**src/rtl/dat_read_sequencer.sv**
```systemverilog
// rtl/dat_read_sequencer.sv - DAT-line read transfer sequencer for the SDHCI data path
//
// Sequences single- and multi-block reads: enables the data-timeout counter
// only while waiting for a start bit, counts good blocks, pauses the SD clock
// (read-wait) when the host buffer is full, and handles stop-at-block-gap.
//
// Ports:
//   clk_i, rst_i            clock, asynchronous active-high reset
//   start_i                 begin a read transfer (ignored while busy)
//   multi_block_i           multi-block transfer (sampled at start)
//   block_count_en_i        block count limits transfer (sampled at start)
//   block_count_i           number of blocks to read (sampled at start)
//   stop_at_gap_i           level: stop at the next block gap
//   continue_i              resume from STOPPED
//   abort_i                 abort to IDLE, overrides everything
//   buffer_ready_i          host buffer can accept another block
//   rx_start_bit_i          receiver saw a start bit
//   rx_done_i, rx_crc_ok_i  receiver finished a block, with CRC status
//   timeout_i               data timeout reached
//   timeout_running_o       enables/clears the external timeout counter
//   busy_o                  transfer active
//   clk_pause_o             read-wait: stop SD clock
//   blocks_done_o           good blocks received this transfer
//   xfer_complete_o, block_gap_event_o, timeout_err_o, crc_err_o   1-cycle events

module dat_read_sequencer #(
    parameter int BLOCK_COUNT_WIDTH = 16
) (
    input  logic                         clk_i,
    input  logic                         rst_i,
    input  logic                         start_i,
    input  logic                         multi_block_i,
    input  logic                         block_count_en_i,
    input  logic [BLOCK_COUNT_WIDTH-1:0] block_count_i,
    input  logic                         stop_at_gap_i,
    input  logic                         continue_i,
    input  logic                         abort_i,
    input  logic                         buffer_ready_i,
    input  logic                         rx_start_bit_i,
    input  logic                         rx_done_i,
    input  logic                         rx_crc_ok_i,
    input  logic                         timeout_i,
    output logic                         timeout_running_o,
    output logic                         busy_o,
    output logic                         clk_pause_o,
    output logic [BLOCK_COUNT_WIDTH-1:0] blocks_done_o,
    output logic                         xfer_complete_o,
    output logic                         block_gap_event_o,
    output logic                         timeout_err_o,
    output logic                         crc_err_o
);

    localparam logic [BLOCK_COUNT_WIDTH-1:0] ONE = {{(BLOCK_COUNT_WIDTH-1){1'b0}}, 1'b1};

    typedef enum logic [2:0] {
        IDLE,
        WAIT_START,
        RECEIVE,
        GAP,
        STOPPED
    } state_t;

    state_t                         state;
    logic [BLOCK_COUNT_WIDTH-1:0]   target;
    logic                           unlimited;
    logic [BLOCK_COUNT_WIDTH-1:0]   done_inc;

    assign done_inc = blocks_done_o + ONE;

    always_ff @(posedge clk_i or posedge rst_i) begin
        if (rst_i) begin
            state             <= IDLE;
            target            <= '0;
            unlimited         <= 1'b0;
            timeout_running_o <= 1'b0;
            busy_o            <= 1'b0;
            clk_pause_o       <= 1'b0;
            blocks_done_o     <= '0;
            xfer_complete_o   <= 1'b0;
            block_gap_event_o <= 1'b0;
            timeout_err_o     <= 1'b0;
            crc_err_o         <= 1'b0;
        end else begin
            xfer_complete_o   <= 1'b0;
            block_gap_event_o <= 1'b0;
            timeout_err_o     <= 1'b0;
            crc_err_o         <= 1'b0;

            if (abort_i) begin
                // blocks_done_o deliberately left untouched so software can read it
                state             <= IDLE;
                timeout_running_o <= 1'b0;
                clk_pause_o       <= 1'b0;
                busy_o            <= 1'b0;
            end else begin
                case (state)
                    IDLE: begin
                        if (start_i) begin
                            if (multi_block_i && block_count_en_i && (block_count_i == '0)) begin
                                xfer_complete_o <= 1'b1;
                            end else begin
                                state             <= WAIT_START;
                                target            <= multi_block_i ? block_count_i : ONE;
                                unlimited         <= multi_block_i && !block_count_en_i;
                                blocks_done_o     <= '0;
                                timeout_running_o <= 1'b1;
                                busy_o            <= 1'b1;
                            end
                        end
                    end
                    WAIT_START: begin
                        // A start bit in the same cycle as the timeout still wins
                        if (rx_start_bit_i) begin
                            state             <= RECEIVE;
                            timeout_running_o <= 1'b0;
                        end else if (timeout_i) begin
                            state             <= IDLE;
                            timeout_err_o     <= 1'b1;
                            timeout_running_o <= 1'b0;
                            busy_o            <= 1'b0;
                        end
                    end
                    RECEIVE: begin
                        if (rx_done_i) begin
                            if (!rx_crc_ok_i) begin
                                state     <= IDLE;
                                crc_err_o <= 1'b1;
                                busy_o    <= 1'b0;
                            end else begin
                                if (!(unlimited && (&blocks_done_o)))
                                    blocks_done_o <= done_inc;
                                if (!unlimited && (done_inc == target)) begin
                                    state           <= IDLE;
                                    xfer_complete_o <= 1'b1;
                                    busy_o          <= 1'b0;
                                end else begin
                                    state <= GAP;
                                end
                            end
                        end
                    end
                    GAP: begin
                        // Always at least one cycle here so the timeout counter clears
                        if (!buffer_ready_i) begin
                            clk_pause_o <= 1'b1;
                        end else if (stop_at_gap_i) begin
                            state             <= STOPPED;
                            block_gap_event_o <= 1'b1;
                            clk_pause_o       <= 1'b1;
                        end else begin
                            state             <= WAIT_START;
                            clk_pause_o       <= 1'b0;
                            timeout_running_o <= 1'b1;
                        end
                    end
                    STOPPED: begin
                        if (continue_i) begin
                            state             <= WAIT_START;
                            clk_pause_o       <= 1'b0;
                            timeout_running_o <= 1'b1;
                        end
                    end
                    default: begin
                        state             <= IDLE;
                        timeout_running_o <= 1'b0;
                        clk_pause_o       <= 1'b0;
                        busy_o            <= 1'b0;
                    end
                endcase
            end
        end
    end

endmodule

```
**config.mk**
```make
export PLATFORM = sky130hd
export DESIGN_NAME = dat_read_sequencer
export DESIGN_NICKNAME = d
export VERILOG_FILES = /design/src/rtl/dat_read_sequencer.sv
export SDC_FILE = /design/constraint.sdc
export NUM_CORES = 1
export LEC_CHECK = 0
export CORE_UTILIZATION = 35
export CTS_CLUSTER_SIZE = 24
export DETAILED_ROUTE_END_ITERATION = 10
export PLACE_DENSITY_LB_ADDON = 0.3
export REMOVE_ABC_BUFFERS = 1
export SETUP_SLACK_MARGIN = 0.4
export SKIP_LAST_GASP = 1
export SYNTH_ARGS = -nofsm -noshare
export SYNTH_HDL_FRONTEND = slang
export SYNTH_SLANG_ARGS = --single-unit
```
**constraint.sdc**
```tcl
create_clock -name clk_i -period 2.4 [get_ports clk_i]
set_input_delay 0.48 -clock clk_i [delete_from_list [all_inputs] [get_ports clk_i]]
set_output_delay 0.48 -clock clk_i [all_outputs]
set_load 0.05 [all_outputs]
```
==> results of run 1 <==
## per-layer routing
| metal | global-route usage | share of wire | up-vias |
|---|---|---|---|
| li1 | - | - | 1284 |
| met1 | 0.278 | 0.47 | 1221 |
| met2 | 0.283 | 0.47 | 86 |
| met3 | 0.0289 | 0.044 | 8 |
| met4 | 0.0601 | 0.014 | 0 |
| met5 | 0 | 0 | - |
## Yosys cell counts, types with 4 or more instances
library cell and n:
nand2_1 47, dfrtp_1 43, o21ai_1 30, nor2_1 19, o21ai_0 18, xnor2_1 18
a21oi_1 11, clkbuf_1 11, nand3_1 10, o31ai_1 8, nand2b_1 7, nor2b_1 7
buf_2 6, inv_1 5, nor4_1 5, xor2_1 5, a31oi_1 4, and3_1 4
nand4_1 4
## layout make-up
| cell class | instances | share of cell area |
|---|---|---|
| inverter | 5 | 0.00492 |
| timing repair buffer | 95 | 0.231 |
| clock buffer | 5 | 0.0180 |
| clock inverter | 3 | 0.0177 |
| sequential | 43 | 0.283 |
| multi-input combinational | 242 | 0.413 |
| tap | 99 | 0.0325 |
## per-stage QoR
stage / setup slack (ps) / utilization
CTS: 221 / 0.512
global route: 158 / 0.526
finish: 232 / 0.526
floorplan: -308 / -
global placement: -7.25 / 0.475
detailed placement: -68.1 / 0.475
## worst paths after layout
path / start / endpoint / slack [ps] / cells past startpoint
worst min register to register: timeout_running_o$_DFFE_PP0P_ / timeout_running_o$_DFFE_PP0P_ / 500 / 1
worst max register to register: blocks_done_o[0]$_DFFE_PP0P_ / busy_o$_DFFE_PP0P_ / 230 / 8
worst min-delay path: block_count_i[9] / target[9]$_DFFE_PP0P_ / 450 / 3
worst max-delay path: blocks_done_o[0]$_DFFE_PP0P_ / busy_o$_DFFE_PP0P_ / 230 / 8
min in group asynchronous: rst_i / timeout_err_o$_DFF_PP0_ / 620 / 3
max in group asynchronous: rst_i / state[1]$_DFFE_PP0P_ / 1390 / 3
## power breakdown
part	switching, W	internal (W)
Sequential	0.000242	0.000932
Clock	0.000258	0.000415
Combinational	0.000872	0.000682
Total	0.00137	0.00203
## tightest hold or removal path, cell delays in order
cell and delay, ps:
dlymetal6s2s_1 130, nand2_1 60, o21ai_1 50
## repair_timing
action | 4_1_cts | 5_1_grt
gates resized for setup | 34 | 24
endpoints found under the setup margin | 22 | 22
pin swaps | 12 | 9
buffers inserted | 8 | 3
## kinds of logic after synthesis
group           synth area share
xor+xnor                  0.0768
buf+inv                   0.0344
fa+ha+maj                0.00477
mux                      0.00382
flops                      0.410
compound gates             0.209
simple gates               0.260
==> results_dict.tcl, run 1 <==
set metrics [dict create \
    dp_cells 473 \
    grt_first_pass_wirelength_microns 11300 \
    rows 31 \
    hold_viol 0 \
    placed_area_sq_mm 0.00345 \
    register_area_sq_mm 0.00108 \
    grt_max_degree 44 \
    core_region_area_sq_mm 0.00725 \
    numCtsBuffers 5 \
    h-tree-depth 2 \
    finalMaxSlewViolations 0 \
    port-buffer-count 51 \
    final_common_cell "nand2_1" \
    crit_type "reg -> reg" \
    grtUsageTotal 0.189 \
    tightest_slew_ps 542 \
    hp-class "in -> reg" \
    synth-async-reset-ratio 1.00 \
    clockBufferDepth 2 \
    synth_top_cell_by_area "dfrtp_1" \
    layout.nets 422 \
    cts_hold_buf 0 \
    initial_utilization 0.362 \
    multi_input_area_sq_mm 0.00157 \
    synthCells 307 \
    worstPathCellList "buf_6 -> buf_4 -> xnor2_1 -> a2111oi_1 -> o21ai_1 -> nor4_4 -> nand4_4 -> a211o_1" \
    final_antenna_net_count 0 \
    synth_top_area_share 0.410 \
    crit_arrival_ps 2350 \
    ys_seq_elements 43 \
    period_share 0.903 \
    crit_family "compound AO/OA/AOI/OAI gates" \
    power_density_mw_per_mm2 891 \
    cts_sinks 43 \
    final_cell_mix "nand2_1 (47), dfrtp_1 (39), buf_4 (39), o21ai_1 (28), clkdlybuf4s50_1 (22)" \
    wl_per_cell_microns 14.5 \
    synth_cell_types 48 \
    grt_setup_unrepaired "true" \
    cp-start-kind "register" \
    insertion_delay_ps 300 \
    max_freq_mhz 461 \
    num_vias 2599 \
    fin_cells 492 \
    ys_warn_count 0 \
    dieArea_sq_mm 0.00784 \
    cp_max_fo 5 \
    synth_ff_type "dfrtp_1" \
    syn_avg_cell_area_sq_um 8.54 \
    gp_congestion 0.902 \
    leakage_nw 1.78 \
    antenna_found_initial 0 \
    finalSetupTns_ps 0 \
    cts_tree "done" \
    crit_path_end_kind "register" \
    hpwl_microns 5210 \
    syn_to_final_growth_pct 45.5 \
    slowest_stage "dfrtp_1" \
    syn-cell-area_sq_mm 0.00262 \
    drt_iter0_markers 165 \
    worst-path-buf-inv 2 \
    cap_violations 0 \
    reg_top3 "blocks_done_o: 16 flops, target: 16 flops, state: 3 flops" \
    synth_edf_count 0 \
    slowest_delay_ps 420 \
    die_w_microns 88.6 \
    drt-total-wl_microns 7140 \
    io_pins 52 \
    n_fill_cell 699 \
    cts.clk_slew.worst_paths_ps 90 \
    firstDrtPassIters 4 \
    total_power_w 0.00340 \
    grt_overflow_total 0 \
    fin_crit_ps 2170 \
    status "completed" \
    setup_viol 0 \
    grt_pass1_vias 2324 \
    fin_hold_ws_ps 450 \
    required_ps 2580 \
    cts_root_buf "clkbuf_8" \
    irDropWorstVdd_mv 0.341 \
    fin_area_sq_mm 0.00381 \
    drive_gt1_frac 0.196 \
    viasPerCell 5.28 \
    seq_area_frac_synth 0.410 \
    diodes 0 \
    die_h_microns 88.6 \
    drc 0 \
    slew_headroom 0.639 \
    final.setup_skew_ps 11.5 \
    yosys-top-cells-area "dfrtp_1 (41%), nand2_1 (6.7%), xnor2_1 (6.0%)" \
]
Power figures use the tool's default switching activity.
==> run 2: changes to the inputs <==
- ABC_AREA: not set -> 1
==> results_dict.tcl, run 2 <==
set metrics [dict create \
    crit_arrival_ps 2310 \
    rr_endpoint "busy_o$_DFFE_PP0P_" \
    cts_root_buf "clkbuf_8" \
    p_int_w 0.00168 \
    io_pins 52 \
    rows 32 \
    h-tree-depth 2 \
    drt_iter0_markers 209 \
    ys_warn_count 0 \
    final_common_cell "nand2_1" \
    cts_sinks 43 \
    required_ps 2580 \
    ys_seq_elements 43 \
    leakage_nw 1.83 \
    synth_ff_type "dfrtp_1" \
    synthCells 402 \
    synthTopCellsByCount "nand2_1 (105), nand3_1 (57), inv_1 (44)" \
    diodes 0 \
    numCtsBuffers 5 \
    core_region_area_sq_mm 0.00773 \
    worstPathCellList "buf_6 -> ha_4 -> nand2_4 -> nor2_4 -> nand4_1 -> nand3_2 -> nand2_1 -> nor2_2 -> nand2_1 -> nor2_1 -> nand2_2 -> nand3_2 -> nand2_2 -> nand2_1 -> nand2_1" \
    grtUsageTotal 0.210 \
    ff2ff_path_depth 15 \
    fin_crit_ps 2120 \
    final.setup_skew_ps 5.46 \
    swShare 0.430 \
    firstDrtPassIters 5 \
    syn_to_final_growth_pct 37.2 \
    slew_headroom 0.645 \
    grt_setup_unrepaired "true" \
    drc 0 \
    final_antenna_net_count 0 \
    drt-total-wl_microns 8620 \
    viasPerCell 5.28 \
    synth.most_common_cell "nand2_1" \
    setup_viol 0 \
    holdCritStartpoint "block_count_en_i" \
    drive_gt1_frac 0.185 \
    cp-start-kind "register" \
    grt_pass1_vias 2721 \
    cap_violations 0 \
    min_to "unlimited$_DFFE_PP0P_" \
    hold_viol 0 \
    synth_top_cell_by_area "dfrtp_1" \
    hp-class "in -> reg" \
    finalSetupTns_ps 0 \
    grt_overflow_total 0 \
    max_freq_mhz 471 \
    cp_common_cell "nand2_1" \
    cp_max_fo 5 \
    synth-async-reset-ratio 1.00 \
    combPwrFrac 0.499 \
    num_vias 3028 \
    grt_max_degree 32 \
    power_density_mw_per_mm2 764 \
    die_h_microns 91.6 \
    syn-cell-area_sq_mm 0.00281 \
    reg_top3 "blocks_done_o: 16 flops, target: 16 flops, state: 3 flops" \
    p_switching_w 0.00127 \
    clockBufferDepth 2 \
    cts_hold_buf 0 \
    grt_first_pass_wirelength_microns 13700 \
    slowest_delay_ps 390 \
    port-buffer-count 51 \
    seq_area_frac_synth 0.383 \
    irDropWorstVdd_mv 0.413 \
    die_w_microns 91.6 \
    whs_path_depth 2 \
    layout.nets 502 \
    synth_cell_types 37 \
    crit_type "reg -> reg" \
    insertion_delay_ps 290 \
    final_cell_mix "nand2_1 (99), nand3_1 (53), inv_1 (43), dfrtp_1 (40), nor2_1 (32)" \
    initial_utilization 0.364 \
    seqPwrFrac 0.351 \
    dieArea_sq_mm 0.00839 \
    tightest_slew_ps 527 \
    crit_path_end_kind "register" \
    finalMaxSlewViolations 0 \
    r2r_setup_slack_ps 280 \
    p_clk_frac 0.149 \
    yosys-top-cells-area "dfrtp_1 (38%), nand2_1 (14%), nand3_1 (10%)" \
    synth_edf_count 0 \
    regToRegStartpoint "blocks_done_o[0]$_DFFE_PP0P_" \
    synth_top_area_share 0.383 \
    gp_congestion 0.878 \
    cts.clk_slew.worst_paths_ps 80 \
    syn_avg_cell_area_sq_um 6.99 \
    slowest_stage "dfrtp_1" \
    hpwl_microns 6400 \
    period_share 0.884 \
    antenna_found_initial 0 \
    cts_tree "done" \
    wl_per_cell_microns 15.0 \
    placed_area_sq_mm 0.00351 \
    fin_area_sq_mm 0.00385 \
    status "completed" \
]
==> run 2: cell count changes after synthesis, sizes merged, moves of 8 or more <==
cell	delta
a21oi	-9
clkbuf	-8
inv	+43
nand2	+65
nand3	+53
nor2	+31
o21ai	-18
xnor2	-18
==> run 2: worst max-delay path by stage <==
| stage | start | to | slack, ps | depth (start not counted) |
|---|---|---|---|---|
| final | blocks_done_o[0]$_DFFE_PP0P_ | busy_o$_DFFE_PP0P_ | 280 | 15 |
| after global routing | blocks_done_o[0]$_DFFE_PP0P_ | busy_o$_DFFE_PP0P_ | 170 | 15 |
| after CTS | blocks_done_o[0]$_DFFE_PP0P_ | busy_o$_DFFE_PP0P_ | 350 | 15 |
| after detailed placement | multi_block_i | unlimited$_DFFE_PP0P_ | -150 | 10 |
| after global placement | multi_block_i | target[2]$_DFFE_PP0P_ | -70 | 11 |
| after floorplan | blocks_done_o[0]$_DFFE_PP0P_ | blocks_done_o[0]$_DFFE_PP0P_ | 40 | 10 |
==> run 2: timing repair <==
item	in CTS	in global routing
cloned	0	2
hold endpoints to repair	0	0
gates resized for setup	28	44
pin swaps	5	19
setup endpoints to repair	53	38
buffers inserted	3	3
==> run 2: cell type report <==
type / count / area [sq um]
Timing Repair Buffer: 71 / 706
Clock buffer: 6 / 72.6
Inverter: 49 / 189
Multi-Input combinational cell: 302 / 1680
Fill cell: 740 / 3870
Tap cell: 102 / 128
Sequential cell: 43 / 1080
==> run 2: through the flow <==
| stage | setup WS (ps) | total power [W] | std cells | hold slack [ps] | utilization |
|---|---|---|---|---|---|
| floorplan | 37.9 | 0.00185 | 393 | 451 | - |
| global placement | -73.6 | 0.00228 | 559 | 479 | 0.454 |
| detailed placement | -147 | 0.00229 | 559 | 478 | 0.454 |
| CTS | 347 | 0.00277 | 568 | 505 | 0.470 |
| global route | 168 | 0.00316 | 573 | 424 | 0.499 |
| finish | 277 | 0.00294 | 573 | 417 | 0.499 |
==> run 2: metal layers <==
layer  global-route usage  part of all wire
met3               0.0377             0.062
met5                    0                 0
met1                0.295              0.45
met4               0.0503             0.017
met2                0.333              0.47
==> run 2: worst max-delay path, delay by kind of cell, from the launching register on <==
| family | cells | cell delay, ps |
|---|---|---|
| and+or+nand+nor | 13 | 1320 |
| DFF | 1 | 390 |
| adders and majority gates | 1 | 170 |
| buffers and inverters | 1 | 110 |
==> run 2: cell families after synthesis <==
family          after synthesis  share of synthesized area
compound gates               47                     0.0958
xor+xnor                      4                     0.0227
buf+inv                      58                     0.0828
flops                        43                      0.383
fa+ha+maj                     1                    0.00445
simple gates                249                      0.411
==> run 2: power by group through the flow <==
stage               logic [W]  registers, W  clock network [W]
finish                0.00147       0.00103           0.000440
floorplan            0.000734       0.00112                  0
detailed placement    0.00125       0.00104                  0
global placement      0.00124       0.00104                  0
CTS                   0.00129       0.00103           0.000448
global route          0.00162       0.00106           0.000479
==> run 3: changes to the inputs <==
- CAP_MARGIN: not set -> 20
==> results of run 3 <==
Final layout, timing and power as in run 2 (identical DEF).
